## src/rtl/arb_client_queue_if.sv

```systemverilog
// arb_client_queue_if: push, arbiter and output-bus signals of one arbiter client queue
// slave modport is the queue block; master modport is whatever drives it (arbiter, producers, sink)
interface arb_client_queue_if #(parameter int DW = 8);
  logic [1:0]    push;
  logic [DW-1:0] push_data0;
  logic [DW-1:0] push_data1;
  logic [1:0]    full;
  logic [1:0]    request;
  logic [1:0]    grant;
  logic          bus_valid;
  logic          bus_ready;
  logic [DW-1:0] bus_data;
  logic          bus_src;
  logic [2:0]    err;
  modport slave (input push, push_data0, push_data1, grant, bus_ready,
                 output full, request, bus_valid, bus_data, bus_src, err);
  modport master (output push, push_data0, push_data1, grant, bus_ready,
                  input full, request, bus_valid, bus_data, bus_src, err);
endinterface

```

## src/rtl/arb_client_queue.sv

```systemverilog
// arb_client_queue: two per-client FIFOs feeding a 2-client arbiter and a shared valid/ready bus
// Ports: clk, rst (async, active-high); q (arb_client_queue_if.slave):
//   push/push_data0/push_data1 -> FIFO writes, full per client
//   request -> arbiter, grant <- arbiter (one-hot or zero)
//   bus_valid/bus_ready/bus_data/bus_src -> output word of the granted client
//   err: [0] overflow, [1] illegal grant, [2] timeout (sticky)
// Optional: define ARB_Q_TIMEOUT_EN to discard a head word after TIMEOUT stalled XFER cycles.
module arb_client_queue #(
  parameter int DEPTH   = 4,
  parameter int DW      = 8,
  parameter int TIMEOUT = 16
) (
  input logic clk,
  input logic rst,
  arb_client_queue_if.slave q
);
  localparam int AW = $clog2(DEPTH);
  localparam int CW = $clog2(DEPTH + 1);
  typedef enum logic [1:0] {IDLE, XFER, RELEASE} state_t;
  state_t        state_q;
  logic          sel_q;
  logic [1:0]    request_q;
  logic          bus_valid_q;
  logic [DW-1:0] bus_data_q;
  logic          bus_src_q;
  logic [2:0]    err_q;
  logic [DW-1:0] mem_q [2][DEPTH];
  logic [DW-1:0] mem_d [2][DEPTH];
  logic [AW-1:0] rp_q [2];
  logic [AW-1:0] rp_d [2];
  logic [AW-1:0] wp_q [2];
  logic [AW-1:0] wp_d [2];
  logic [CW-1:0] cnt_q [2];
  logic [CW-1:0] cnt_d [2];
  logic [DW-1:0] head [2];
  logic [1:0]    full, nonempty, pop, acc, ovf;
  logic          tmo_hit;
`ifdef ARB_Q_TIMEOUT_EN
  localparam int TW = $clog2(TIMEOUT + 1);
  logic [TW-1:0] tmo_q, tmo_d;
  // fires on the TIMEOUT-th consecutive stalled XFER cycle
  assign tmo_hit = state_q == XFER && !q.bus_ready && tmo_q == TW'(TIMEOUT - 1);
  always_comb tmo_d = (state_q == XFER && !q.bus_ready && !tmo_hit) ? tmo_q + TW'(1) : '0;
  always_ff @(posedge clk or posedge rst)
    if (rst) tmo_q <= '0;
    else tmo_q <= tmo_d;
`else
  // feature off: never fires, XFER waits on bus_ready indefinitely
  assign tmo_hit = 1'b0 && (TIMEOUT > 0);
`endif
  assign full     = {cnt_q[1] == CW'(DEPTH), cnt_q[0] == CW'(DEPTH)};
  assign nonempty = {cnt_q[1] != '0, cnt_q[0] != '0};
  assign pop      = (state_q == XFER && (q.bus_ready || tmo_hit)) ? (sel_q ? 2'b10 : 2'b01) : 2'b00;
  // a same-cycle pop frees the slot a push into a full FIFO needs
  assign acc      = q.push & (~full | pop);
  assign ovf      = q.push & full & ~pop;
  always_comb begin
    mem_d = mem_q;
    for (int i = 0; i < 2; i++) begin
      head[i]  = mem_q[i][rp_q[i]];
      if (acc[i]) mem_d[i][wp_q[i]] = (i == 0) ? q.push_data0 : q.push_data1;
      wp_d[i]  = wp_q[i] + AW'(acc[i]);
      rp_d[i]  = rp_q[i] + AW'(pop[i]);
      cnt_d[i] = cnt_q[i] + CW'(acc[i]) - CW'(pop[i]);
    end
  end
  always_ff @(posedge clk) mem_q <= mem_d;
  always_ff @(posedge clk or posedge rst)
    if (rst) begin
      rp_q  <= '{default: '0};
      wp_q  <= '{default: '0};
      cnt_q <= '{default: '0};
    end else begin
      rp_q  <= rp_d;
      wp_q  <= wp_d;
      cnt_q <= cnt_d;
    end
  always_ff @(posedge clk or posedge rst)
    if (rst) begin
      state_q     <= IDLE;
      sel_q       <= 1'b0;
      request_q   <= '0;
      bus_valid_q <= 1'b0;
      bus_data_q  <= '0;
      bus_src_q   <= 1'b0;
      err_q       <= '0;
    end else begin
      if (|ovf) err_q[0] <= 1'b1;
      case (state_q)
        IDLE: begin
          request_q <= nonempty;
          // one-hot grant to a non-requesting client is as illegal as 2'b11
          if (q.grant == 2'b11 || (q.grant != 2'b00 && (q.grant & request_q) == 2'b00)) err_q[1] <= 1'b1;
          else if (q.grant != 2'b00) begin
            sel_q       <= q.grant[1];
            bus_src_q   <= q.grant[1];
            bus_data_q  <= head[q.grant[1]];
            bus_valid_q <= 1'b1;
            state_q     <= XFER;
          end
        end
        XFER: begin
          request_q <= sel_q ? {1'b1, nonempty[0]} : {nonempty[1], 1'b1};
          if (q.bus_ready || tmo_hit) begin
            bus_valid_q <= 1'b0;
            state_q     <= RELEASE;
            if (tmo_hit) err_q[2] <= 1'b1;
          end
        end
        RELEASE: begin
          request_q <= sel_q ? {1'b0, nonempty[0]} : {nonempty[1], 1'b0};
          state_q   <= IDLE;
        end
        default: state_q <= IDLE;
      endcase
    end
  assign q.full      = full;
  assign q.request   = request_q;
  assign q.bus_valid = bus_valid_q;
  assign q.bus_data  = bus_data_q;
  assign q.bus_src   = bus_src_q;
  assign q.err       = err_q;
endmodule
```

## src/flat_wrapper.sv

```systemverilog
// flat-port wrapper written by rule: the top's interface ports become plain ports
module arb_client_queue_flat 
#(
  parameter int DEPTH   = 4,
  parameter int DW      = 8,
  parameter int TIMEOUT = 16
)
  (clk, rst, q_push, q_push_data0, q_push_data1, q_grant, q_bus_ready, q_full, q_request, q_bus_valid, q_bus_data, q_bus_src, q_err);
  arb_client_queue_if #(.DW(DW)) q_i ();
  input logic clk;
  input logic rst;
  input wire logic [$bits(q_i.push)-1:0] q_push;
  input wire logic [$bits(q_i.push_data0)-1:0] q_push_data0;
  input wire logic [$bits(q_i.push_data1)-1:0] q_push_data1;
  input wire logic [$bits(q_i.grant)-1:0] q_grant;
  input wire logic [$bits(q_i.bus_ready)-1:0] q_bus_ready;
  output wire logic [$bits(q_i.full)-1:0] q_full;
  output wire logic [$bits(q_i.request)-1:0] q_request;
  output wire logic [$bits(q_i.bus_valid)-1:0] q_bus_valid;
  output wire logic [$bits(q_i.bus_data)-1:0] q_bus_data;
  output wire logic [$bits(q_i.bus_src)-1:0] q_bus_src;
  output wire logic [$bits(q_i.err)-1:0] q_err;
  assign q_i.push = q_push;
  assign q_i.push_data0 = q_push_data0;
  assign q_i.push_data1 = q_push_data1;
  assign q_i.grant = q_grant;
  assign q_i.bus_ready = q_bus_ready;
  assign q_full = q_i.full;
  assign q_request = q_i.request;
  assign q_bus_valid = q_i.bus_valid;
  assign q_bus_data = q_i.bus_data;
  assign q_bus_src = q_i.bus_src;
  assign q_err = q_i.err;
  arb_client_queue #(.DEPTH(DEPTH), .DW(DW), .TIMEOUT(TIMEOUT)) u_core (.clk(clk), .rst(rst), .q(q_i));
endmodule
```

## config.mk

```make
export PLATFORM = sky130hd
export DESIGN_NAME = arb_client_queue_flat
export DESIGN_NICKNAME = d
export VERILOG_FILES = /design/src/rtl/arb_client_queue_if.sv /design/src/rtl/arb_client_queue.sv /design/src/flat_wrapper.sv
export SDC_FILE = /design/constraint.sdc
export NUM_CORES = 1
export LEC_CHECK = 0
export CAP_MARGIN = 40
export CORE_UTILIZATION = 60
export DETAILED_ROUTE_END_ITERATION = 12
export PLACE_DENSITY = 0.84
export SYNTH_ARGS = -nofsm -noshare
export SYNTH_HDL_FRONTEND = slang
export SYNTH_SLANG_ARGS = --single-unit
```

## constraint.sdc

```tcl
create_clock -name clk -period 4.9 [get_ports clk]
set_input_delay 1.225 -clock clk [delete_from_list [all_inputs] [get_ports clk]]
set_output_delay 1.225 -clock clk [all_outputs]
set_load 0.05 [all_outputs]
```

==> flow_metrics.py <==
metrics = {
    "outcome": {
        "status": "complete, no violations",
    },
    "hold_path": {
        "hp-class": "reg2reg",
        "worstHoldStart": "u_core.q.err[1]$_DFFE_PP0P_",
    },
    "setup_path": {
        "cp-end-kind": "output pin",
        "path_max_fanout": 4,
        "crit_arrival_ns": 2.11,
        "r2r_setup_slack_ns": 2.43,
        "cpPeakStageDelay_ns": 0.90,
        "crit_required_ns": 3.67,
        "cp_top_family": "buffers and inverters",
        "crit_buf_inv": 1,
        "path_class": "reg2out",
        "timing.rr.start": "u_core.state_q[1]$_DFFE_PP0P_",
        "startpoint_type": "flop",
        "worstSetupStartpoint": "u_core.cnt_q[4]$_DFF_PP0_",
        "cpMaxStageDelayCell": "clkdlybuf4s50_1",
        "path_cells": "nor3b_1 > clkdlybuf4s50_1",
    },
    "route": {
        "viasPerCell": 5.84,
        "drc_errors": 0,
        "initialDrtViolationCount": 134,
        "num_vias": 2044,
        "first_pass_iters": 4,
        "totalWireLength_um": 6490,
        "postRouteAntennaNets": 0,
        "wl_per_cell_um": 18.6,
    },
    "timing": {
        "relSlewSlack_pct": 59.8,
        "worst_pin_slew_ns": 0.588,
        "worst_slack_ns": 1.57,
        "rsz0062_at_grt": "false",
        "setup_violations": 0,
        "slew_viol_final": 0,
        "final-hold-violation-count": 0,
        "whs_ns": 0.463,
        "setup-tns-final_ns": 0,
        "final.min_clock_period_ns": 3.33,
        "fin_crit_sh_pct": 68.1,
        "fin_skew_ns": 0.0115,
        "max_clock_freq_ghz": 0.300,
    },
    "global_route": {
        "grt_util_all_layers_pct": 20.5,
        "grt-ovfl-total": 0,
        "first_global_vias": 2083,
        "grt_first_pass_wirelength_um": 10700,
        "grt_max_degree": 31,
        "antenna_found_initial": 0,
    },
    "placed_design": {
        "dpl.hpwl_um": 4560,
        "pre_cts_slack_ns": 1.52,
        "routabilityCongestion": 0.739,
        "dp_cells": 334,
        "io_buffers": 38,
    },
    "floorplan": {
        "io_pins": 40,
        "rows": 29,
        "initial_core_util_pct": 62.5,
        "core_sq_mm": 0.00639,
        "die-width_um": 83.6,
        "die_area_sq_mm": 0.00698,
        "die_y_um": 83.6,
    },
    "power_and_ir_drop": {
        "ir_drop_mv": 0.467,
        "finalPower_uw": 2750,
        "p_per_area_mw_per_mm2": 593,
        "p_leak_uw": 0.00174,
    },
    "logic_synthesis": {
        "synth_area_sq_mm": 0.00399,
        "yosysSeqAreaShare_pct": 66.9,
        "yosys_warnings": 0,
        "synth_cells": 219,
        "ys_ff_latch": 94,
        "syn_avg_cell_area_sq_um": 18.2,
        "synth_nets": 253,
        "synthDistinctLibCells": 34,
    },
    "cts": {
        "ctsResizeCount": 0,
        "cts.sinks": 94,
        "cts_tree": "done",
        "cts_setup_buffers": 0,
        "path_clk_slew_ns": 0.08,
        "cts_max_path_buffers": 2,
        "worstSkewPairLatency_ns": 0.35,
        "cts-htree-levels": 3,
        "cts_buffers": 9,
        "cts_hold_buffers": 0,
        "cts-root-buf": "clkbuf_8",
    },
    "cells_and_area": {
        "area_growth_pct": 16.2,
        "drive_gt1_share_pct": 15.8,
        "layout.cells.non_filler": 350,
        "final_nets": 302,
        "fillers": 390,
        "antenna_cells": 0,
    },
    "job": {
        "cap_violations": 0,
    },
}
[metrics by stage]
stage               instance area (sq um)  utilization (%)
detailed placement                   4470             70.0
floorplan                            3990                -
CTS                                  4640             72.7
finish                               4640             72.7
global placement                     4470             70.0
global route                         4640             72.7
[cell type report]
cell class              instances  area (sq um)  share of cell area (%)
clock buffers                  10           128                    2.75
repair buffers                 45           433                    9.33
well taps                      77          96.3                    2.08
multi-input cells             106          1220                    26.3
clock inverters                 6          43.8                   0.944
flip-flops and latches         94          2670                    57.6
inverters                      12          45.0                   0.971
[report_power, final]
group / switching (uW) / internal (uW)
combinational: 525 / 500
clock: 264 / 187
sequential: 187 / 1090
[synth_stat cells (all sizes together)]
library cell	n	area share (%)
a2111oi	2	0.44
clkbuf	3	0.28
nor3	2	0.25
o221a	1	0.28
fa	2	1.0
nor2	3	0.28
a31oi	2	0.31
nand3	3	0.38
o2bb2ai	2	0.44
buf	4	1.0
conb	1	0.094
dfrtp	30	19
a21bo	2	0.50
nand2b	4	0.63
a21oi	3	0.38
xnor2	8	1.8
a32oi	1	0.22
inv	12	1.1
nor3b	6	1.1
o31ai	2	0.38
xor2	3	0.66
and3	4	0.63
edfxtp	64	48
a21boi	1	0.47
nand3b	3	0.56
nand2	8	0.75
mux4	16	11
ha	9	2.8
a21o	1	0.19
mux2	17	5.5
[cell families after synthesis]
| family | count (synthesis) | synth area share, % |
|---|---|---|
| fa+ha+maj | 11 | 3.82 |
| other cells | 1 | 0.0939 |
| xor+xnor | 11 | 2.41 |
| simple gates | 33 | 4.61 |
| flops | 94 | 66.9 |
| compound gates | 17 | 3.60 |
| mux | 33 | 16.1 |
| buf+inv | 19 | 2.44 |
[worst register-to-register path, stage by stage, from the launching register on]
cell and delay (ns):
dfrtp_1 0.42, inv_1 0.11, ha_1 0.30, nand3b_1 0.28, a21bo_2 0.32, inv_2 0.07, ha_1 0.14, inv_1 0.05
fa_1 0.38, xnor2_1 0.19, xnor2_1 0.14
[layout by cell type, fill, tap and decap left out, types with 3 or more instances in the layout]
cell             netlist  final
edfxtp_1              64     64
clkdlybuf4s50_1        0     38
dfrtp_1               30     30
mux4_1                16     16
inv_1                 10     10
ha_1                   9      9
clkbuf_8               0      9
mux2_2                 8      8
mux2_4                 8      8
xnor2_1                8      8
nand2_1                8      8
buf_4                  1      7
nor3b_1                6      6
and3_1                 4      4
nand2b_1               4      4
nand3b_1               3      3
nand3_1                3      3
nor2_1                 3      3
xor2_1                 3      3
a21oi_1                3      3
[registers in the layout (all words and copies together), names as in the netlist]
register / flops
u_core.cnt_q: 6
u_core.mem_q: 64
u_core.q.bus_data: 8
u_core.q.bus_valid: 1
u_core.q.err: 2
u_core.q.request: 2
u_core.rp_q: 4
u_core.sel_q: 1
u_core.state_q: 2
u_core.wp_q: 4
[metal layers]
| layer | track usage [%] | routed length [um] | vias to the layer above |
|---|---|---|---|
| met2 | 32.6 | 3230 | 59 |
| met5 | 0 | 0 | - |
| met1 | 28.9 | 2920 | 1032 |
| li1 | - | - | 948 |
| met3 | 5.44 | 306 | 5 |
| met4 | 4.47 | 38 | 0 |
[worst paths after layout]
check / end / cells past startpoint
worst max-delay path: q_full[0] / 2
worst min-delay path: u_core.q.err[1]$_DFFE_PP0P_ / 1
worst max register to register: u_core.cnt_q[5]$_DFF_PP0_ / 10
worst min register to register: u_core.q.err[1]$_DFFE_PP0P_ / 1
max in group asynchronous: u_core.q.bus_data[0]$_DFFE_PP0P_ / 3
min in group asynchronous: u_core.wp_q[3]$_DFF_PP0_ / 3
No activity file was read; power rests on OpenSTA's default activity.
